## src/rtl/dnn_pkg.sv

```systemverilog
// dnn_pkg: shared widths, operand slot counts and host controller state encoding.
package dnn_pkg;
   localparam int OP_W = 5;
   localparam int RES_W = 17;
   localparam int N_X = 4;
   localparam int N_WHID = 16;
   localparam int N_WOUT = 8;
   localparam int N_WORDS = 28;
   localparam int CNT_W = $clog2(N_WORDS);
   typedef enum logic [1:0] {LOAD, FIRE, WAIT, RESULT} state_t;
endpackage

```

## src/rtl/dnn_operand_regfile.sv

```systemverilog
// dnn_operand_regfile: 28 operand slots of OP_W bits, exposed as the x / hidden / output weight buses.
module dnn_operand_regfile
   import dnn_pkg::*;
(
   input  logic                     clk,
   input  logic                     rst,
   input  logic                     we,
   input  logic [CNT_W-1:0]         addr,
   input  logic [OP_W-1:0]          wdata,
   output logic [N_X*OP_W-1:0]      x_bus,
   output logic [N_WHID*OP_W-1:0]   w_hid,
   output logic [N_WOUT*OP_W-1:0]   w_out
);
   logic [N_WORDS*OP_W-1:0] slots;
   always_ff @(posedge clk) begin
      if (rst) slots <= '0;
      else if (we) slots[addr*OP_W +: OP_W] <= wdata;
   end
   assign x_bus = slots[0 +: N_X*OP_W];
   assign w_hid = slots[N_X*OP_W +: N_WHID*OP_W];
   assign w_out = slots[(N_X+N_WHID)*OP_W +: N_WOUT*OP_W];
endmodule

```

## src/rtl/dnn_host_ctrl.sv

```systemverilog
// dnn_host_ctrl: streams 28 operands into the DNN core, fires it, collects both results.
// Define DNN_HOST_TIMEOUT_EN to bound the result wait to TIMEOUT cycles (r_err flags expiry).
module dnn_host_ctrl
   import dnn_pkg::*;
#(
   parameter int TIMEOUT = 15
) (
   input  logic                     clk,
   input  logic                     rst,
   input  logic                     s_valid,
   output logic                     s_ready,
   input  logic [OP_W-1:0]          s_data,
   output logic [N_X*OP_W-1:0]      x_bus,
   output logic [N_WHID*OP_W-1:0]   w_hid,
   output logic [N_WOUT*OP_W-1:0]   w_out,
   output logic                     in_ready,
   input  logic [RES_W-1:0]         out0,
   input  logic [RES_W-1:0]         out1,
   input  logic                     out0_ready,
   input  logic                     out1_ready,
   output logic                     r_valid,
   input  logic                     r_ready,
   output logic [RES_W-1:0]         r_out0,
   output logic [RES_W-1:0]         r_out1,
   output logic                     r_err
);
   state_t state;
   logic [CNT_W-1:0] cnt;
   logic got0, got1, done0, done1, accept, expired;
   assign accept = s_valid & s_ready;
   assign done0 = got0 | out0_ready;
   assign done1 = got1 | out1_ready;
   dnn_operand_regfile u_regfile (
      .clk   (clk),
      .rst   (rst),
      .we    (accept),
      .addr  (cnt),
      .wdata (s_data),
      .x_bus (x_bus),
      .w_hid (w_hid),
      .w_out (w_out)
   );
`ifdef DNN_HOST_TIMEOUT_EN
   localparam int TW = $clog2(TIMEOUT + 1);
   logic [TW-1:0] timer;
   assign expired = timer == TW'(TIMEOUT - 1);
   always_ff @(posedge clk) begin
      if (rst) begin
         timer <= '0;
         r_err <= 1'b0;
      end else begin
         timer <= state == WAIT ? timer + 1'b1 : '0;
         if (state == WAIT && !(done0 && done1) && expired) r_err <= 1'b1;
         else if (state == RESULT && r_ready) r_err <= 1'b0;
      end
   end
`else
   // Unbounded wait: nothing can expire, TIMEOUT only matters with the timer built in.
   assign expired = TIMEOUT < 0;
   assign r_err = 1'b0;
`endif
   always_ff @(posedge clk) begin
      if (rst) begin
         state <= LOAD;
         cnt <= '0;
         s_ready <= 1'b1;
         in_ready <= 1'b0;
         r_valid <= 1'b0;
         r_out0 <= '0;
         r_out1 <= '0;
         got0 <= 1'b0;
         got1 <= 1'b0;
      end else begin
         in_ready <= 1'b0;
         case (state)
            LOAD: if (accept) begin
               cnt <= cnt == CNT_W'(N_WORDS - 1) ? '0 : cnt + 1'b1;
               if (cnt == CNT_W'(N_WORDS - 1)) begin
                  state <= FIRE;
                  s_ready <= 1'b0;
                  in_ready <= 1'b1;
               end
            end
            FIRE: state <= WAIT;
            WAIT: begin
               if (out0_ready && !got0) begin
                  r_out0 <= out0;
                  got0 <= 1'b1;
               end
               if (out1_ready && !got1) begin
                  r_out1 <= out1;
                  got1 <= 1'b1;
               end
               // Completion wins over expiry when both land on the last allowed cycle.
               if (done0 && done1) begin
                  state <= RESULT;
                  r_valid <= 1'b1;
               end else if (expired) begin
                  state <= RESULT;
                  r_valid <= 1'b1;
                  r_out0 <= '0;
                  r_out1 <= '0;
               end
            end
            RESULT: if (r_ready) begin
               state <= LOAD;
               s_ready <= 1'b1;
               r_valid <= 1'b0;
               got0 <= 1'b0;
               got1 <= 1'b0;
            end
            default: state <= LOAD;
         endcase
      end
   end
endmodule
```

## config.mk

```make
export PLATFORM = sky130hd
export DESIGN_NAME = dnn_host_ctrl
export DESIGN_NICKNAME = d
export VERILOG_FILES = /design/src/rtl/dnn_pkg.sv /design/src/rtl/dnn_operand_regfile.sv /design/src/rtl/dnn_host_ctrl.sv
export SDC_FILE = /design/constraint.sdc
export NUM_CORES = 1
export LEC_CHECK = 0
export CAP_MARGIN = 20
export CORE_ASPECT_RATIO = 1.5
export CORE_MARGIN = 3
export CORE_UTILIZATION = 40
export DETAILED_ROUTE_END_ITERATION = 6
export PLACE_DENSITY = 0.72
export REMOVE_ABC_BUFFERS = 1
export SETUP_SLACK_MARGIN = 0.4
export SLEW_MARGIN = 0
export SYNTH_ARGS = -nofsm -noshare
export SYNTH_HDL_FRONTEND = slang
export SYNTH_SLANG_ARGS = --single-unit
```

## constraint.sdc

```tcl
create_clock -name clk -period 2.71 [get_ports clk]
set_input_delay 0.4065 -clock clk [delete_from_list [all_inputs] [get_ports clk]]
set_output_delay 0.4065 -clock clk [all_outputs]
set_load 0.02 [all_outputs]
```

==> run summary, run 1 <==
Status -> finished, final reports clean
CTS buffer count -> 17
Largest family of logic cells by synthesized area -> simple AND/OR/NAND/NOR gates
HP Class -> flip-flop to flip-flop
Total power draw -> 6.459 mW
Mean Syn Cell Area -> 9.622 um^2
Layout cells sized above 1 -> 14.36%
Routed vias -> 6,168
Final setup fails -> 0
Slowest stage delay, CP -> 0.40 ns
I/O pin cnt -> 223
Compound-Gate Fraction of Synth Area -> 6.822%
Critical Path End Type -> flip-flop
Die height -> 174.9 um
Post-route antenna net violation count -> 0
Wire per inst -> 16.50 um
Width of the die -> 118.6 um
Async SR Flop Fraction -> 0%
Clock buffer depth -> 2
WHS Path Cells -> 2
Part of the Yosys area used for sequential elements -> 48.92%
Area growth syn-to-layout -> 43.01%
Sequential share of power -> 43.6%
Ys Warns -> 0
Tightest Pin Transition -> 0.9402 ns
#FFs+latches synth -> 186
Synth Area in XOR/XNOR -> 0.3452%
CTS Hold Bufs -> 0
Worst EP required -> 3.02 ns
CP cell instances -> inv_1, ha_1, buf_4, nor2_2, a32oi_4, nor3_4, mux2_2
Vias in the first global route -> 6,205
Clock root cell -> clkbuf_16
EDFF count, synth -> 0
GP Congestion -> 0.8285
RSZ-0062 raised after global routing -> yes
Global route overflow -> 0
Die Area -> 20,750 um^2
Post-Route WL -> 21,060 um
Final Max Tran Viols -> 0
Post-synthesis simple-gate area fraction -> 20.61%
First DRT Iteration DRCs -> 339
Most common flop cell mapped by yosys -> dfxtp_1
Initial Utilization -> 40.87%
Std-Cell Core Area -> 18,620 um^2
Commonest cells after routing, fill and taps aside -> 220 x clkdlybuf4s50_1, 185 x dfxtp_1, 184 x nand2_1
Peak VDD IR -> 0.4367 mV
Multiplexer share of the synthesized area -> 19.20%
Min cycle time layout -> 2.225 ns
Clk slew on worst S/H paths -> 0.07 ns
Slowest library cell on the worst path -> dfxtp_2
Comb power frac -> 17.6%
Leak -> 4.463 nW
Net Sw Frac -> 30.05%
Filler cell count -> 1,661
Maxcap violations -> 0
Max FO, Critical Path -> 7
Critical path type -> flip-flop to flip-flop
PwrDens -> 593.5 nW/um^2
Setup TNS -> 0 ns
Fmax -> 449.4 MHz
WP data arrival -> 2.54 ns
CTS sink cnt -> 186
IO buf count -> 221
Most common cell after layout, fill and taps aside -> clkdlybuf4s50_1
Worst slack at placement -> 0.09811 ns
Clk pwr share -> 38.8%
Switching pwr -> 1.941 mW
CTS tree -> built
# DRC -> 0
Post-DP HPWL -> 15,220 um
Final setup margin -> 0.4850 ns
Pint -> 4.518 mW
Worst clock skew -> 0.009304 ns
Worst reg2reg path depth -> 7
Final hold vios -> 0
Htree depth -> 4
Initial antenna violation count -> 0
Cell Rows -> 61
Gate Count Post-Synth -> 791
# diodes -> 0
DRT Pass-1 Iters -> 4
Count of different cell masters after synthesis -> 47
Final period utilization -> 82.10%
Global-route wire length before repair -> 33,350 um
Post-Syn Area -> 7611 um^2
Total GRT Usage -> 20.13%
Adder-Cell Fraction of Synth Area -> 1.151%
Routed vias/inst -> 4.834
Nets -> 1,063
Slew HR -> 37.32%
Largest net degree at the start of global routing -> 91
Critical Path Source Type -> flip-flop
Clk_lat worst skew -> 0.43 ns
-- power groups by stage --
stage	logic (mW)	clock network, mW	registers [mW]
6_report	1.14	2.50	2.82
5_1_grt	1.23	2.69	2.82
4_1_cts	1.05	2.56	2.82
3_5_place_dp	1.02	0	2.88
3_3_place_gp	1.01	0	2.88
2_1_floorplan	0.562	0	2.92
-- worst paths after layout --
| kind | start | endpoint | slack, ns |
|---|---|---|---|
| max | cnt[1]$_SDFFE_PP0P_ | u_regfile.slots[85]$_SDFFE_PP0P_ | 0.49 |
| min | r_out1[3]$_SDFFE_PP0P_ | r_out1[3]$_SDFFE_PP0P_ | 0.45 |
| max reg2reg | cnt[1]$_SDFFE_PP0P_ | u_regfile.slots[85]$_SDFFE_PP0P_ | 0.49 |
| min reg2reg | r_out1[3]$_SDFFE_PP0P_ | r_out1[3]$_SDFFE_PP0P_ | 0.45 |
-- stage by stage --
| step | instance area (um^2) | hold slack, ns | std cells | util [%] |
|---|---|---|---|---|
| after CTS | 10780 | 0.4569 | 1273 | 57.88 |
| after floorplan | 7413 | 0.4756 | 744 | - |
| after global routing | 10880 | 0.4745 | 1276 | 58.45 |
| after global placement | 10130 | 0.4407 | 1239 | 54.39 |
| after detailed placement | 10130 | 0.4471 | 1239 | 54.39 |
| final | 10880 | 0.4533 | 1276 | 58.45 |
-- flip-flops by register name, indices dropped and copies added, names as in the netlist --
register and flops:
state 2, got0 1, s_ready 1, r_valid 1, cnt 5, in_ready 1
r_out1 17, r_out0 17, u_regfile.slots 140, got1 1
-- synth_stat cells, types with 3 or more instances --
cell type	count	area, um^2
clkbuf_1	35	131.4
buf_4	5	37.54
buf_1	5	18.77
or2_2	4	25.02
nor3_1	3	15.01
mux2_2	40	450.4
mux2i_1	101	1011
a21oi_1	44	220.2
nand3_1	20	100.1
o211ai_2	9	112.6
inv_1	5	18.77
nand2b_1	7	43.79
nor3_2	7	70.07
nand3_2	6	60.06
nand2_1	184	690.7
nor2_1	38	142.6
ha_1	7	87.58
dfxtp_1	186	3724
nand4b_1	3	26.28
nor2b_1	45	281.5
and3_1	5	31.28
-- repair_timing --
action / in CTS / in global routing
hold endpoints to repair: 0 / 0
buffers inserted: 2 / 3
pin swaps: 0 / 6
gates resized for setup: 3 / 16
cloned: 0 / 0
setup endpoints to repair: 51 / 94
-- kinds of logic (layout without fill, tap and decap cells) --
logic type | Yosys count | after routing
AO/OA/AOI/OAI | 71 | 71
other | 1 | 1
AND/OR/NAND/NOR | 329 | 329
adder cells (fa/ha/maj) | 7 | 7
flip-flops | 186 | 186
multiplexers | 141 | 141
buffers and inverters | 53 | 286
XOR/XNOR | 3 | 3
-- area by class of cell --
cell class	count	area, um^2	share of cell area (%)
repair buffers	248	2435	22.37
multi-input cells	552	3782	34.75
clock inverters	15	177.7	1.632
clock buffers	17	425.4	3.908
well taps	252	315.3	2.897
inverters	6	23.77	0.2184
flip-flops and latches	186	3725	34.22
-- layer usage --
layer	GRT usage (%)	wire, um
met5	0	0
met4	6.380	436
met3	7.092	1550
met2	36.18	10880
met1	22.07	8192
-- critical path: cells and delay by family (launching register included) --
family / cells / cell delay (ns)
buf+inv: 2 / 0.27
fa+ha+maj: 1 / 0.25
flops: 1 / 0.40
simple gates: 2 / 0.58
compound gates: 1 / 0.21
mux: 1 / 0.39
(Power assumes the default switching activity.)
==> run 2, diff against run 1 <==
PLACE_DENSITY = 0.69   (was 0.72)
clock period = 2.2 ns   (was 2.71 ns; I/O delays follow)
==> run 2 against run 1 <==
  * Clock-buffer cell count unchanged
  * Highest routed layer unchanged
  * Sequential power up 23%
  * Sequential share of layout area is 2.1 points lower
  * Die area unchanged
==> run summary, run 2 (synthesized netlist as in run 1, its figures left out) <==
Worst clock skew -> 0.01631 ns
Clock buffer depth -> 2
Min cycle time layout -> 1.985 ns
CTS tree -> built
Worst EP required -> 2.52 ns
Global-route wire length before repair -> 35,400 um
Commonest cells after routing, fill and taps aside -> 218 x clkdlybuf4s50_1, 184 x nand2_1, 181 x dfxtp_1
Layout cells sized above 1 -> 18.66%
Clk_lat worst skew -> 0.44 ns
Width of the die -> 118.6 um
Final period utilization -> 90.24%
CP cell instances -> inv_2, ha_4, nor3b_4, buf_6, xor2_4, buf_6, nor3_2, buf_4, mux2_2
Critical path type -> flip-flop to flip-flop
Critical Path End Type -> flip-flop
Max FO, Critical Path -> 5
Leak -> 4.681 nW
# diodes -> 0
Peak VDD IR -> 0.3938 mV
IO buf count -> 221
Post-Route WL -> 22,800 um
Post-route antenna net violation count -> 0
DRT Pass-1 Iters -> 4
Clk slew on worst S/H paths -> 0.07 ns
CP bufs+invs -> 4
Placed insts -> 1,248
Std-Cell Core Area -> 18,620 um^2
Clock root cell -> clkbuf_16
Global route overflow -> 0
GP Congestion -> 0.8386
Final Max Tran Viols -> 0
Nets -> 1,095
WHS -> 0.4385 ns
Slew HR -> 58.39%
PwrDens -> 740.0 nW/um^2
CTS Hold Bufs -> 0
Slowest library cell on the worst path -> dfxtp_2
Largest net degree at the start of global routing -> 60
Die Area -> 20,750 um^2
Area growth syn-to-layout -> 52.46%
Die height -> 174.9 um
Fmax -> 503.7 MHz
CTS sink cnt -> 186
Most common cell after layout, fill and taps aside -> clkdlybuf4s50_1
WP data arrival -> 2.31 ns
Routed vias -> 6,507
Maxcap violations -> 0
Initial antenna violation count -> 0
Initial Utilization -> 40.87%
Final hold vios -> 0
HP Class -> primary input to flip-flop
Total power draw -> 8.587 mW
RSZ-0062 raised after global routing -> yes
First DRT Iteration DRCs -> 363
Slowest stage delay, CP -> 0.36 ns
Routed vias/inst -> 4.975
I/O pin cnt -> 223
Post-DP HPWL -> 15,680 um
Tightest Pin Transition -> 0.6241 ns
Total GRT Usage -> 21.24%
Status -> finished, final reports clean
Htree depth -> 4
Max reg flops -> 140
Vias in the first global route -> 6,580
Largest delay share family, worst path -> buffers and inverters
# DRC -> 0
Final cell count without fillers -> 1,308
Wire per inst -> 17.43 um
Cell Rows -> 61
Top reg by flops -> u_regfile.slots
Biggest regs -> u_regfile.slots: 140 flops, r_out0: 17 flops, r_out1: 17 flops
Critical Path Source Type -> flip-flop
Final setup fails -> 0
CTS buffer count -> 17
Crit path top cell by count -> buf_6
## run 2: changes by cell type in the layout (fill, tap and decap cells not counted), moves of 4 or more
cell / before / now
buf_12: 2 / 7
mux2_4: 0 / 25
dfxtp_1: 185 / 181
nand3_4: 0 / 8
o211ai_4: 0 / 9
dfxtp_2: 1 / 5
o211ai_2: 9 / 0
buf_4: 25 / 31
nand3_2: 7 / 1
mux2_2: 40 / 15
buf_6: 0 / 20
## run 2: worst reg2reg max path: cells and delay by family, from the launching register on
kind	cells	cell delay (ns)
flip-flops	1	0.36
AND/OR/NAND/NOR	2	0.32
XOR/XNOR	1	0.16
buffers and inverters	4	0.53
adder cells (fa/ha/maj)	1	0.17
multiplexers	1	0.34
## run 2: per-stage QoR
step	TNS (ns)	util (%)	setup slack, ns	cell area [um^2]
2_1_floorplan	-111.42	-	-0.9947	7413
3_3_place_gp	0	54.76	0.01507	10200
3_5_place_dp	0	54.76	0.001489	10200
4_1_cts	0	60.91	0.2389	11340
5_1_grt	0	62.31	0.1649	11600
6_report	0	62.31	0.2147	11600
## run 2: timing repair
action	4_1_cts	5_1_grt
pin swaps	14	18
cloned	1	0
resized for setup	75	43
setup buffers	15	12
endpoints found under the setup margin	141	144
## run 2: report_power, final
| group | total, mW | internal (mW) | switching, mW |
|---|---|---|---|
| clock network | 3.05 | 1.61 | 1.44 |
| logic | 2.07 | 0.922 | 1.15 |
| registers | 3.47 | 3.43 | 0.0404 |
| total | 8.59 | 5.96 | 2.63 |
## run 2: final timing paths
kind / from / end / slack (ns) / cells past startpoint
max: cnt[0]$_SDFFE_PP0P_ / u_regfile.slots[5]$_SDFFE_PP0P_ / 0.21 / 9
min: out0[7] / r_out0[7]$_SDFFE_PP0P_ / 0.44 / 3
max reg2reg: cnt[0]$_SDFFE_PP0P_ / u_regfile.slots[5]$_SDFFE_PP0P_ / 0.21 / 9
min reg2reg: r_out1[11]$_SDFFE_PP0P_ / r_out1[11]$_SDFFE_PP0P_ / 0.45 / 2
## run 2: cell type report
| type | instances | area [um^2] |
|---|---|---|
| Fill cell | 1571 | 7019 |
| Multi-Input combinational cell | 552 | 4115 |
| Sequential cell | 186 | 3730 |
| Timing Repair Buffer | 280 | 2834 |
| Clock buffer | 17 | 425.4 |
| Tap cell | 252 | 315.3 |
| Clock inverter | 15 | 160.2 |
| Inverter | 6 | 23.77 |
## run 2: layer usage
metal  share of wire [%]  vias up  GRT usage, %
met4                 2.6        0         8.700
met2                  53      217         38.22
met1                  38     3085         22.80
met3                 7.0       42         6.865
met5                   0        -             0
li1                    -     3163             -
==> RTL edit (config.mk and constraints of run 2) <==
Set the package constant `OP_W` to 10 (it was 5).
--- a/src/rtl/dnn_pkg.sv
+++ b/src/rtl/dnn_pkg.sv
@@ -1,5 +1,5 @@
 // dnn_pkg: shared widths, operand slot counts and host controller state encoding.
 package dnn_pkg;
-   localparam int OP_W = 5;
+   localparam int OP_W = 10;
    localparam int RES_W = 17;
    localparam int N_X = 4;
Interface: changed (resized s_data, w_hid, w_out and x_bus); port bits go from 223 to 368. The function was not compared with the original's and may differ.
==> RTL edit against run 2 <==
- the run now ends with setup timing left
- critical path depth up 7
- area after synthesis rose by 97%
- final cell count rose by 130%
- routed wire length rose to 2.8 times the old value
- clock skew about the same
- utilization rose by 5.3 points
- count of clock-buffer cells in the layout rose by 23
- cell area rose by 110%
- sequential cell count rose by 140
- sequential share of layout area decreased by 6.0 points
- power up 130%
- worst setup slack lost 1600 ps
- critical path type unchanged
- largest cell class unchanged
- largest power group is now combinational logic
- highest routed layer unchanged
==> RTL edit: results (changes against run 2) <==
Run status
  – Outcome: finished, violations left
  – Failing checks: setup timing

Synthesis
  – Sequential element share of the synthesized area: 43.5% (-5.4 points)
  – Synthesized area per cell: 8.41 um^2 (-13%)
  – Area contributors post-synth: dfxtp_1 44%, mux2i_1 13%, nand2_1 8.4%
  – Synth cell types: 78 (+66%)

Route
  – Vias: 16437 (+150%)
  – Detailed-route vias per instance: 5.54 (+11%)
  – DRT Pass-1 Iters: 6 (+2)
  – Starting DRT DRC Count: 1214 (+230%)
  – Total wire length: 62.8 mm (+180%)

GRT
  – Initial antenna violation count: 2 (+2)
  – Vias in the first global route: 16660 (+150%)
  – Total track usage: 29.8% (+8.6 points)
  – Pin count of the biggest net entering global routing: 69 (+15%)
  – Global-route wire length before repair: 94.2 mm (+170%)

Place
  – HPWL Detailed: 46.3 mm (+200%)
  – Dpl cells: 2843 (+130%)
  – PortBufs: 366 (+66%)
  – GPL Wtd Cong: 0.957 (+14%)

Power and ir drop
  – VDD IR max: 0.000588 V (+49%)
  – Internal power: 12.5 mW (+110%)

Timing
  – Finish-stage setup viols: 280 (+280)
  – Slew @ Worst Pin: 751 ps (+127 ps)
  – Post-route setup slack: -1420 ps (-1630 ps)
  – Clock Skew: 16.4 ps (+0.0434 ps)

Cells and area
  – Share of cells above drive strength 1: 28.6% (+10 points)
  – Biggest regs: u_regfile.slots (280), r_out0 (17), r_out1 (17)
  – Fillers: 2825 (+80%)

Clocking
  – Number of CTS-inserted buffers: 31 (+14)
  – Clock Latency Late Sink: 590 ps (+150 ps)
  – H-tree depth: 1 (-3)

Critical path
  – CP Data Arrival Time: 4080 ps (+1770 ps)
## RTL edit: cell types whose count changed in the layout (fill, tap and decap cells not counted), sizes merged, moves of 59 or more
| cell | run 2 | this run |
|---|---|---|
| a21oi | 44 | 103 |
| buf | 60 | 387 |
| clkdlybuf4s50 | 218 | 365 |
| dfxtp | 186 | 326 |
| mux2i | 101 | 191 |
| nand2 | 184 | 337 |
| nand3 | 26 | 105 |
| nor2 | 38 | 189 |
| o21ai | 3 | 85 |
## RTL edit: logic make-up after synthesis
group                      synth area share [%]
AOI/OAI and AO/OA                          13.2
xor gates and xnor gates                  0.884
adders and majority gates                  1.22
buffers and inverters                      3.67
DFF                                        43.5
muxes                                      14.6
other                                    0.0250
and+or+nand+nor                            22.9
## RTL edit: critical path, stage by stage, from the launching register on
cell and delay [ps]:
dfxtp_2 340, ha_4 270, ha_4 120, inv_2 40, fa_2 560, nor3b_4 230
nand3_2 120, nor2_4 120, ha_4 210, or4b_4 530, nor3_4 190, nand3_1 90
nor2_1 100, buf_4 160, a2bb2oi_4 170, mux2i_1 200, nor2_1 60
## RTL edit: per-layer routing
layer,wire length (um),global-route usage (%),share of wire [%],vias up
met1,22600,32.9,36,7948
met5,0,0,0,-
met3,3490,3.55,5.5,225
li1,-,-,-,7598
met2,32600,54.1,52,666
met4,4070,17.5,6.5,0
## RTL edit: through the flow
| stage | setup slack, ps | cell area (um^2) |
|---|---|---|
| after floorplan | -3080 | 14500 |
| after global placement | -1660 | 21500 |
| after detailed placement | -1660 | 21500 |
| after CTS | -1390 | 24200 |
| after global routing | -1600 | 24900 |
| final | -1420 | 24900 |
## RTL edit: final cells by class
type	count	share of cell area, %
multi-input combinational	1326	37.7
timing repair buffer	754	29.1
sequential	326	26.2
clock buffer	40	3.53
tap	484	2.43
clock inverter	17	0.732
inverter	18	0.281
antenna	2	0.0201
## RTL edit: final timing paths
check | depth (start not counted) | endpoint | slack (ps) | startpoint
worst max-delay path | 16 | u_regfile.slots[2] | -1420 | cnt[3]
worst min-delay path | 2 | u_regfile.slots[164] | 20 | rst
worst max register to register | 16 | u_regfile.slots[2] | -1420 | cnt[3]
worst min register to register | 2 | r_out1[2] | 450 | r_out1[2]
## RTL edit: power groups by stage
stage,registers [mW],logic (mW),clock network (mW)
after detailed placement,6.10,6.19,0
final,5.97,7.94,5.62
after floorplan,6.15,2.38,0
after CTS,5.97,7.21,5.67
after global routing,5.97,8.27,5.88
after global placement,6.10,6.16,0
## RTL edit: repair_timing
action                                  CTS  global route
buffers inserted                         35            24
pin swaps                                66            32
endpoints found under the hold margin     0             0
gates resized for setup                 285           140
hold buffers                              0             0
gates cloned                              4             2
endpoints found under the setup margin  600           602
